$ cat src/rtl/lfsr_seq_ctrl.sv
// Sequencer for an external 8-bit LFSR: seeds it, advances it N cycles, then
// unloads it serially (LSB first) and presents the reassembled word with a valid/ready handshake.
module lfsr_seq_ctrl #(
  parameter int WIDTH = 8,
  parameter int CNT_W = 8
) (
  input  logic             clk_i,
  input  logic             reset_i,
  input  logic             start_i,
  input  logic [WIDTH-1:0] seed_in_i,
  input  logic [CNT_W-1:0] shift_cycles_i,
  output logic [WIDTH-1:0] lfsr_seed_o,
  output logic             lfsr_rst_n_o,
  output logic             lfsr_enable_o,
  output logic             lfsr_out_enable_o,
  input  logic             lfsr_out_i,
  output logic             busy_o,
  output logic [WIDTH-1:0] word_out_o,
  output logic             word_valid_o,
  input  logic             word_ready_i
);

  typedef enum logic [2:0] {
    IDLE   = 3'd0,
    SEED   = 3'd1,
    RUN    = 3'd2,
    UNLOAD = 3'd3,
    DRAIN  = 3'd4,
    HOLD   = 3'd5
  } state_t;

  localparam logic [CNT_W-1:0] CNT_ONE     = CNT_W'(1);
  localparam logic [CNT_W-1:0] UNLOAD_LAST = CNT_W'(WIDTH - 1);

  state_t           state_q, state_d;
  logic [CNT_W-1:0] cnt_q, cnt_d;
  logic [WIDTH-1:0] seed_q, seed_d;
  logic [WIDTH-1:0] sr_q, sr_d;
  logic [WIDTH-1:0] word_q, word_d;
  logic             cap_q;
  logic             rst_n_q, en_q, oe_q, busy_q, valid_q;

  // Next-state, counter, seed latch and capture shift register.
  always_comb begin
    state_d = state_q;
    cnt_d   = cnt_q;
    seed_d  = seed_q;
    case (state_q)
      IDLE: begin
        if (start_i) begin
          state_d = SEED;
          seed_d  = seed_in_i;
          cnt_d   = shift_cycles_i;
        end else begin
          state_d = IDLE;
        end
      end
      SEED: begin
        if (cnt_q != '0) begin
          state_d = RUN;
        end else begin
          state_d = UNLOAD;
          cnt_d   = UNLOAD_LAST;
        end
      end
      RUN: begin
        // The counter is reused for the unload phase once the run completes.
        if (cnt_q == CNT_ONE) begin
          state_d = UNLOAD;
          cnt_d   = UNLOAD_LAST;
        end else begin
          cnt_d = cnt_q - CNT_ONE;
        end
      end
      UNLOAD: begin
        if (cnt_q == '0) begin
          state_d = DRAIN;
        end else begin
          cnt_d = cnt_q - CNT_ONE;
        end
      end
      DRAIN: state_d = HOLD;
      HOLD: begin
        if (word_ready_i) begin
          state_d = IDLE;
        end else begin
          state_d = HOLD;
        end
      end
      default: state_d = IDLE;
    endcase

    // lfsr_out lags lfsr_out_enable by one cycle, so capture uses the delayed enable.
    if (cap_q) begin
      sr_d = {lfsr_out_i, sr_q[WIDTH-1:1]};
    end else begin
      sr_d = sr_q;
    end

    if (state_q == DRAIN) begin
      word_d = sr_d;
    end else begin
      word_d = word_q;
    end
  end

  // State, datapath and output registers; outputs are decoded from the next state.
  always_ff @(posedge clk_i or posedge reset_i) begin
    if (reset_i) begin
      state_q <= IDLE;
      cnt_q   <= '0;
      seed_q  <= '0;
      sr_q    <= '0;
      word_q  <= '0;
      cap_q   <= 1'b0;
      rst_n_q <= 1'b0;
      en_q    <= 1'b0;
      oe_q    <= 1'b0;
      busy_q  <= 1'b0;
      valid_q <= 1'b0;
    end else begin
      state_q <= state_d;
      cnt_q   <= cnt_d;
      seed_q  <= seed_d;
      sr_q    <= sr_d;
      word_q  <= word_d;
      cap_q   <= oe_q;
      rst_n_q <= (state_d != SEED);
      en_q    <= (state_d == RUN);
      oe_q    <= (state_d == UNLOAD);
      busy_q  <= (state_d != IDLE);
      valid_q <= (state_d == HOLD);
    end
  end

  assign lfsr_seed_o       = seed_q;
  assign lfsr_rst_n_o      = rst_n_q;
  assign lfsr_enable_o     = en_q;
  assign lfsr_out_enable_o = oe_q;
  assign busy_o            = busy_q;
  assign word_out_o        = word_q;
  assign word_valid_o      = valid_q;

endmodule

$ cat config.mk
export PLATFORM = sky130hd
export DESIGN_NAME = lfsr_seq_ctrl
export DESIGN_NICKNAME = d
export VERILOG_FILES = /design/src/rtl/lfsr_seq_ctrl.sv
export SDC_FILE = /design/constraint.sdc
export NUM_CORES = 1
export LEC_CHECK = 0
export CORE_MARGIN = 2
export CORE_UTILIZATION = 49
export CTS_CLUSTER_DIAMETER = 60
export DETAILED_ROUTE_END_ITERATION = 6
export GPL_ROUTABILITY_DRIVEN = 0
export PLACE_DENSITY = 0.78
export SYNTH_ARGS = -nofsm -noshare
export SYNTH_HDL_FRONTEND = slang
export SYNTH_SLANG_ARGS = --single-unit
export TNS_END_PERCENT = 10
$ cat constraint.sdc
create_clock -name clk_i -period 2.8 [get_ports clk_i]
set_clock_uncertainty 0.15 [all_clocks]
set_input_delay 0.28 -clock clk_i [delete_from_list [all_inputs] [get_ports clk_i]]
set_output_delay 0.28 -clock clk_i [all_outputs]
set_load 0.03 [all_outputs]
==> results by group, run 1 <==
Synthesis
  – Synth top area cells: dfrtp_1, mux2_2, nor2_1
  – Main synth FF type: dfrtp_1
  – Synth async-reset ratio: 100%
  – Register area share after synthesis: 55.2%
  – Post-synth top area cell: dfrtp_1
  – Syn. warnings: 0
  – Post-synthesis register bit count: between 40 and 50
  – Gate Count Post-Synth: 158
  – Synthesized cell area: between 0.0015 and 0.002 mm²
  – Synth unique cells: 40
  – Post-synth EDFFs: 0
  – Post-synth top area share: about 55%
  – Post-Syn Nets: 182
  – Mean Syn Cell Area: 11.8 µm²

Place
  – HPWL after DPL: 2660 µm
  – Port Buffers: 41

Worst setup path
  – Critical path endpoint category: register
  – Crit-path max FO: 16
  – RR Startpoint: cnt_q[0]
  – Setup Crit Path Kind: reg2reg
  – Critical Path Max Stage Delay: 0.42 ns
  – CP required: 2.81 ns
  – Worst setup SP type: register
  – CP Cell Sequence: inv_1 > ha_1 > nor3b_1 > and2_1 > o211ai_2 > o21ai_0 > o21ai_1
  – CP bufs+invs: 1
  – Delay-heaviest family, CP: compound AO/OA/AOI/OAI gates
  – Worst endpoint data arrival time: ~2.2 ns
  – Crit path from: cnt_q[0]
  – Slowest-stage cell, CP: dfrtp_1

Clocking
  – CTS tree: done
  – # resized after CTS: 0
  – Worst-path clk slew: 0.08 ns
  – H-tree depth: 2
  – Root buffer cell: clkbuf_8
  – Postcts setup bufs: 0
  – Clk sink count: 41
  – Hold-fix buffers, CTS: 0
  – Num CTS Buffers: 5
  – Clock buffer depth: 2
  – Clock Latency Late Sink: 0.29 ns

Drt
  – Residual DRC: 0
  – DR top layer: met3
  – Routed vias: 1,332
  – Final wirelength: 3560 µm
  – Metal2 WL: 1860 µm
  – Metal-1 WL: about 1500 µm
  – Routed wl met3: about 190 µm
  – DR WL/cell: 14.3 µm
  – Post-DRT Antenna Nets: 0
  – Vias/cell: roughly 5.3
  – DR pass1 iterations: 4
  – DRC marker count from the first detailed-route iteration: 52

Final layout
  – Layout cells sized above 1: between 20% and 30%
  – Synth-to-Final Area Change: 29.5%
  – ANT cells: 0
  – Storage cell area: 0.00103 mm²
  – Footprint of the multi-input gates: 772 µm²
  – Commonest non-fill, non-tap cells in the layout: dfrtp_1, clkdlybuf4s50_1, mux2_2
  – Core Util, Final: 65.8%
  – Filler cells: 309
  – NumNets Final: 224

GRT
  – Largest net degree at the start of global routing: 42
  – Total GRT Usage: 18.4%
  – Initial antenna violation count: 0
  – Vias in the first global route: 1,369
  – Remaining global-route overflow: 0
  – First-pass GRT wire length: 6140 µm

Timing
  – Fin crit share: 76.4%
  – Setup TNS: 0 ns
  – Crit path time final: 2.14 ns
  – Final hold violations: 0
  – Max Transition Viols Final: 0
  – RSZ-0062 raised after global routing: false
  – Worst-margin pin slew: 0.612 ns
  – Fmax: 468 MHz
  – Setup violators final: 0
  – Slew HR: 59.0%

Worst hold path
  – HP Start: lfsr_out_enable_o
  – HP Class: reg2reg

Die
  – Initial Util: 50.8%
  – Die span in x: around 66 µm
  – I/O Pins: 42
  – Row count: 22
  – Core Footprint: 0.00366 mm²
  – DIE AREA: 0.00430 mm²
  – DIE HEIGHT: ~66 µm

Power
  – Total power: between 2000 and 3000 µW
  – VDD IR max: 0.000641 V
  – Static leakage: 0.000996 µW
  – PD cells: 1040 mW/mm²

Job
  – Max-Cap Viols: 0

Status
  – Status: finished, final reports clean
==> synthesized netlist by cell type (2+ instances only) <==
library cell / count
dfrtp_1: 41
mux2_2: 24
nor2_1: 14
a21oi_1: 8
inv_1: 8
o21ai_0: 7
and2_1: 5
o21ai_1: 5
buf_2: 4
nor3_1: 4
ha_1: 3
nand2_1: 3
a211oi_1: 2
a32oi_1: 2
clkbuf_1: 2
nand3_1: 2
==> cell type report <==
| class | instances | area share [%] |
|---|---|---|
| clock buffer | 7 | 4.00 |
| clock inverter | 1 | 0.208 |
| inverter | 8 | 1.25 |
| multi-input combinational | 102 | 32.1 |
| sequential | 41 | 42.6 |
| tap | 48 | 2.49 |
| timing repair buffer | 42 | 17.4 |
==> kinds of logic (layout without fill, tap and decap cells) <==
| group | count (synthesis) | after routing | synth area share (%) |
|---|---|---|---|
| muxes | 24 | 24 | 14.5 |
| DFF | 41 | 41 | 55.2 |
| AOI/OAI and AO/OA | 35 | 35 | 12.1 |
| and+or+nand+nor | 40 | 40 | 12.9 |
| adders and majority gates | 3 | 3 | 2.02 |
| buffers and inverters | 15 | 58 | 3.30 |
==> worst register-to-register path: stages (launching register included) <==
cell and delay, ns:
dfrtp_1 0.42, inv_1 0.12, ha_1 0.16, nor3b_1 0.29, and2_1 0.24, o211ai_2 0.27
o21ai_0 0.27, o21ai_1 0.09
==> where the power goes <==
group          internal, µW  switching (µW)
clock network           223             190
registers               827             198
logic                   513             553
==> path summary, 6_finish.rpt <==
| check | endpoint | slack, ns | cells past startpoint |
|---|---|---|---|
| setup reg to reg | cnt_q[4] | 0.66 | 7 |
| setup / recovery | cnt_q[4] | 0.66 | 7 |
| min in group asynchronous | cnt_q[4] | 0.26 | 3 |
| hold / removal | cap_q | 0.23 | 0 |
| max in group asynchronous | sr_q[7] | 1.89 | 3 |
| hold reg to reg | cap_q | 0.23 | 0 |
==> metrics by stage <==
| step | instance area (µm²) | cells | setup WS [ns] | hold slack, ns |
|---|---|---|---|---|
| floorplan | 1860 | 158 | 0.845 | 0.282 |
| global placement | 2310 | 241 | 0.721 | 0.229 |
| detailed placement | 2310 | 241 | 0.632 | 0.221 |
| CTS | 2410 | 249 | 0.664 | 0.238 |
| global route | 2410 | 249 | 0.471 | 0.240 |
| finish | 2410 | 249 | 0.661 | 0.232 |
==> metal layers <==
| layer | GRT usage (%) | up-vias |
|---|---|---|
| li1 | - | 650 |
| met1 | 22.8 | 645 |
| met2 | 31.8 | 37 |
| met3 | 6.34 | 0 |
| met4 | 3.13 | 0 |
| met5 | 0 | - |
==> sequential cells by signal, indices dropped and copies added (netlist names) <==
signal,count
busy_o,1
cap_q,1
cnt_q,8
lfsr_enable_o,1
lfsr_out_enable_o,1
lfsr_rst_n_o,1
lfsr_seed_o,8
sr_q,8
state_q,3
word_out_o,8
word_valid_o,1
(Power assumes the default switching activity.)
==> run 2, diff against run 1 <==
==> constraint.sdc (replaced) <==
create_clock -name clk_i -period 2.1 [get_ports clk_i]
set_clock_uncertainty 0.15 [all_clocks]
set_input_delay 0.21 -clock clk_i [delete_from_list [all_inputs] [get_ports clk_i]]
set_output_delay 0.21 -clock clk_i [all_outputs]
set_load 0.03 [all_outputs]
==> results by group, run 2 (synthesis results as in run 1) <==
Clocking
  – Clk sink count: 41 (unchanged)
  – CTS tree: done
  – Num CTS Buffers: 5 (unchanged)
  – Worst-path clk slew: 0.08 ns (about the same)
  – Root buffer cell: clkbuf_8
  – Clock buffer depth: 2 (unchanged)
  – H-tree depth: 2 (unchanged)
  – Hold-fix buffers, CTS: 0 (unchanged)
  – Clock Latency Late Sink: 0.29 ns (about the same)

Final layout
  – Synth-to-Final Area Change: 33.4%
  – NumNets Final: 228 (+1.8%)
  – Non-filler cells, final: 253 (+1.6%)
  – Commonest non-fill, non-tap cells in the layout: dfrtp_1, clkdlybuf4s50_1, mux2_2
  – ANT cells: 0 (unchanged)
  – Layout cells sized above 1: 23.4% (+2.5 points)
  – Filler cells: 285 (-7.8%)
  – Core Util, Final: 67.7% (+2.0 points)
  – Fin area: 0.00248 mm² (+3.0%)

Timing
  – Crit path time final: 2.04 ns (-0.103 ns)
  – Final hold violations: 0 (unchanged)
  – Worst-margin pin slew: 0.503 ns (-0.109 ns)
  – Fmax: 491 MHz (+5.1%)
  – Fin crit share: 96.9% (+21 points)
  – Slew HR: 66.4% (+7.4 points)
  – RSZ-0062 raised after global routing: true
  – Setup violators final: 0 (unchanged)
  – Max Transition Viols Final: 0 (unchanged)

Drt
  – Final wirelength: 3800 µm (+6.6%)
  – Vias/cell: 5.47 (+2.3%)
  – Post-DRT Antenna Nets: 0 (unchanged)
  – DRC marker count from the first detailed-route iteration: 111 (+110%)
  – Residual DRC: 0 (unchanged)
  – DR WL/cell: 15.0 µm (+4.9%)
  – Routed vias: 1,385 (+4.0%)
  – DR pass1 iterations: 4 (unchanged)

GRT
  – Largest net degree at the start of global routing: 42 (unchanged)
  – Remaining global-route overflow: 0 (unchanged)
  – Initial antenna violation count: 0 (unchanged)
  – Vias in the first global route: 1,383 (+1.0%)
  – Met1 Resource Use GR: 22.7% (-0.15 points)
  – GR Util met3: 5.82% (-0.51 points)
  – Total GRT Usage: 19.5% (+1.0 points)
  – Met2 usage: 34.4% (+2.7 points)
  – First-pass GRT wire length: 6320 µm (+2.9%)
  – Most used routing layer: met2

Power
  – Total power: 3530 µW (+41%)
  – PD cells: 1420 mW/mm² (+37%)
  – Static leakage: 0.00102 µW (+2.6%)
  – VDD IR max: 0.000852 V (+33%)

Worst setup path
  – Worst endpoint data arrival time: 2.07 ns (-0.08 ns)
  – CP Cell Sequence: inv_2 > ha_1 > or4b_4 > nor2_4 > o21ai_1 > a32o_2 > and2_1
  – Critical path endpoint category: register
  – Slowest-stage cell, CP: or4b_4
  – Worst setup SP type: register
  – Setup Crit Path Kind: reg2reg
  – Crit-path max FO: 3 (-13)
  – CP required: 2.13 ns (-0.68 ns)
  – Critical Path Max Stage Delay: 0.51 ns (+0.09 ns)

Status
  – Status: finished, final reports clean

Place
  – Placed cells: 244 (+1.2%)
  – Area of placed instances: 0.00233 mm² (+0.98%)
  – Port Buffers: 41 (unchanged)
  – HPWL after DPL: 2730 µm (+2.8%)

Die
  – DIE AREA: 0.00430 mm² (unchanged)
  – Initial Util: 50.8% (unchanged)
  – Row count: 22 (unchanged)
  – DIE HEIGHT: 65.6 µm (unchanged)
  – I/O Pins: 42 (unchanged)
  – Core Footprint: 0.00366 mm² (unchanged)
  – Die span in x: 65.6 µm (unchanged)

Worst hold path
  – HP Class: in2async

Job
  – Max-Cap Viols: 0 (unchanged)
==> run 2: changes by cell type in the layout (fill, tap and decap cells not counted), sizes merged <==
| cell | delta |
|---|---|
| clkinv | -1 |
| bufinv | +1 |
| buf | +4 |
==> run 2: metrics by stage <==
step | hold slack (ns) | setup TNS (ns) | worst slack, ns
4_1_cts | 0.203 | 0 | 0.000256
6_report | 0.191 | 0 | 0.0645
5_1_grt | 0.238 | -0.0698 | -0.0240
3_5_place_dp | 0.216 | -0.125 | -0.0565
3_3_place_gp | 0.221 | 0 | 0.0817
2_1_floorplan | 0.212 | 0 | 0.145
==> run 2: worst max-delay path: cells and delay by family (launching register included) <==
kind	cells	cell delay (ns)
and+or+nand+nor	3	0.77
DFF	1	0.40
AOI/OAI and AO/OA	2	0.38
adders and majority gates	1	0.15
buffers and inverters	1	0.08
==> run 2: worst paths after layout <==
path / start / to / slack, ns / depth (start not counted)
worst max-delay path: cnt_q[1] / lfsr_enable_o / 0.06 / 7
worst min-delay path: reset_i / cnt_q[4] / 0.19 / 3
max in group asynchronous: reset_i / lfsr_seed_o[6] / 1.26 / 3
worst max register to register: cnt_q[1] / lfsr_enable_o / 0.06 / 7
min in group clk_i: lfsr_out_enable_o / cap_q / 0.23 / 0
worst min register to register: lfsr_out_enable_o / cap_q / 0.23 / 0
==> run 2: final cells by class <==
cell class                 count  area, µm²  share of cell area [%]
multi-input combinational    102        800                    32.2
clock inverter                 1       30.0                    1.21
inverter                       8       30.0                    1.21
tap                           48       60.1                    2.42
timing repair buffer          46        448                    18.1
clock buffer                   7       86.3                    3.48
sequential                    41       1030                    41.4
==> run 2: what timing repair did <==
action	4_1_cts	5_1_grt
setup endpoints to repair	7	10
resized for setup	1	5
endpoints found under the hold margin	0	0
pin swaps	0	1
buffers inserted	0	1
==> run 2: power breakdown <==
group	switching [µW]	internal, µW
Sequential	243	1100
Clock	252	387
Combinational	817	732
==> run 2: per-layer routing <==
layer / vias up / part of all wire [%]
met3: 10 / 4.5
li1: 653 / -
met5: - / 0
met4: 0 / 1.7
met2: 45 / 51
met1: 677 / 43
==> run 3, diff against run 2 <==
--- a/config.mk
+++ b/config.mk
@@ -7,9 +7,9 @@
 export LEC_CHECK = 0
 export CORE_MARGIN = 2
 export CORE_UTILIZATION = 49
-export CTS_CLUSTER_DIAMETER = 60
 export DETAILED_ROUTE_END_ITERATION = 6
 export GPL_ROUTABILITY_DRIVEN = 0
+export MAX_ROUTING_LAYER = met4
 export PLACE_DENSITY = 0.78
 export SYNTH_ARGS = -nofsm -noshare
 export SYNTH_HDL_FRONTEND = slang
==> results by group, run 3 (synthesis results as in run 1) <==
Die
  – Core Footprint: 0.00366 mm² (unchanged)
  – DIE HEIGHT: 65.6 µm (unchanged)
  – Row count: 22 (unchanged)
  – Die span in x: 65.6 µm (unchanged)
  – Initial Util: 50.8% (unchanged)
  – I/O Pins: 42 (unchanged)
  – DIE AREA: 0.00430 mm² (unchanged)

Worst setup path
  – Worst setup SP type: register
  – Critical path endpoint category: register
  – Crit-path max FO: 3 (unchanged)
  – CP required: 2.13 ns (about the same)
  – Setup Crit Path Kind: reg2reg
  – RR Startpoint: cnt_q[1]
  – R2R cell count: 7 (unchanged)
  – Reg2reg setup slack: 0.06 ns (about the same)
  – Reg2reg end: lfsr_enable_o
  – Worst endpoint data arrival time: 2.07 ns (about the same)

Clocking
  – Clk sink count: 41 (unchanged)
  – Clock buffer depth: 2 (unchanged)
  – Clock Latency Late Sink: 0.29 ns (about the same)
  – Root buffer cell: clkbuf_8
  – Num CTS Buffers: 5 (unchanged)
  – Worst-path clk slew: 0.08 ns (about the same)
  – CTS tree: done
  – Hold-fix buffers, CTS: 0 (unchanged)
  – H-tree depth: 2 (unchanged)

Drt
  – DRC marker count from the first detailed-route iteration: 90 (-19%)
  – Vias/cell: 5.42 (-0.94%)
  – Routed vias: 1,372 (-0.94%)
  – DR pass1 iterations: 5 (+1)
  – Post-DRT Antenna Nets: 0 (unchanged)
  – Residual DRC: 0 (unchanged)
  – DR WL/cell: 15.0 µm (+0.21%)
  – Final wirelength: 3810 µm (+0.21%)

Timing
  – Max Transition Viols Final: 0 (unchanged)
  – Final hold violations: 0 (unchanged)
  – Setup violators final: 0 (unchanged)
  – Fmax: 491 MHz (-0.10%)
  – Slew HR: 66.4% (about the same)
  – Crit path time final: 2.04 ns (+0.00211 ns)
  – RSZ-0062 raised after global routing: true
  – Fin crit share: 97.0% (+0.10 points)
  – Worst-margin pin slew: 0.504 ns (+0.000540 ns)

Worst hold path
  – HP Class: in2async

Final layout
  – NumNets Final: 228 (unchanged)
  – Non-filler cells, final: 253 (unchanged)
  – ANT cells: 0 (unchanged)
  – Synth-to-Final Area Change: 33.4% (unchanged)
  – Footprint of the multi-input gates: 800 µm² (unchanged)
  – Filler cells: 285 (unchanged)
  – Storage cell area: 0.00103 mm² (unchanged)
  – Layout cells sized above 1: 23.4% (unchanged)
  – Fin area: 0.00248 mm² (unchanged)
  – Commonest non-fill, non-tap cells in the layout: dfrtp_1, clkdlybuf4s50_1, mux2_2

Power
  – Static leakage: 0.00102 µW (unchanged)
  – VDD IR max: 0.000856 V (+0.54%)
  – PD cells: 1430 mW/mm² (about the same)

GRT
  – Vias in the first global route: 1,384 (+0.072%)
  – Met2 usage: 34.4% (unchanged)
  – First-pass GRT wire length: 6320 µm (unchanged)
  – Total GRT Usage: 20.0% (+0.53 points)
  – Remaining global-route overflow: 0 (unchanged)
  – Largest net degree at the start of global routing: 42 (unchanged)
  – Initial antenna violation count: 0 (unchanged)
  – Most used routing layer: met2
  – GR Util met3: 5.82% (unchanged)
  – Met1 Resource Use GR: 22.7% (unchanged)

Job
  – Max-Cap Viols: 0 (unchanged)

Status
  – Status: finished, final reports clean

Place
  – Placed cells: 244 (unchanged)
  – Port Buffers: 41 (unchanged)
  – Area of placed instances: 0.00233 mm² (unchanged)
  – HPWL after DPL: 2730 µm (unchanged)
==> run 3: repair_timing <==
action / CTS / global route
resized for setup: 1 / 5
buffers inserted: 0 / 1
pin swaps: 0 / 1
endpoints found under the setup margin: 7 / 10
==> run 3: metal layers <==
metal | wire length, µm | vias to the layer above | share of wire (%)
li1 | - | 654 | -
met1 | 1600 | 668 | 42
met2 | 1970 | 46 | 52
met3 | 189 | 4 | 5.0
met4 | 44 | 0 | 1.2
met5 | 0 | - | 0
==> run 3: power by group <==
part           switching, µW  total (µW)  internal [µW]  leakage [µW]
Sequential               242        1340           1100      0.000484
Combinational            818        1550            732      0.000479
Clock                    253         640            387     0.0000585
==> run 3: critical path: stages (launching register included) <==
cell and delay, ns:
dfrtp_1 0.40, inv_2 0.08, ha_1 0.15, or4b_4 0.51, nor2_4 0.11, o21ai_1 0.08
a32o_2 0.30, and2_1 0.15
==> run 3: layout make-up <==
| type | instances | share of cell area [%] |
|---|---|---|
| Sequential cell | 41 | 41.4 |
| Multi-Input combinational cell | 102 | 32.2 |
| Timing Repair Buffer | 46 | 18.1 |
| Clock buffer | 7 | 3.48 |
| Tap cell | 48 | 2.42 |
| Clock inverter | 1 | 1.21 |
| Inverter | 8 | 1.21 |
==> run 3: worst max-delay path by stage <==
stage	from	end
6_report	cnt_q[1]	lfsr_enable_o
5_1_grt	cnt_q[0]	cnt_q[1]
4_1_cts	cnt_q[1]	cnt_q[5]
3_5_place_dp	cnt_q[0]	cnt_q[5]
3_3_place_gp	cnt_q[1]	lfsr_enable_o
2_1_floorplan	cnt_q[1]	lfsr_enable_o
==> run 3: stage by stage <==
stage | hold slack (ns) | TNS (ns) | util (%) | total power (µW) | worst slack, ns
4_1_cts | 0.203 | 0 | 67.0 | 3510 | 0.000256
6_report | 0.190 | 0 | 67.7 | 3530 | 0.0624
3_5_place_dp | 0.216 | -0.125 | 63.6 | 2860 | -0.0565
5_1_grt | 0.238 | -0.0702 | 67.7 | 3770 | -0.0240
2_1_floorplan | 0.212 | 0 | - | 2320 | 0.145
3_3_place_gp | 0.221 | 0 | 63.6 | 2760 | 0.0817
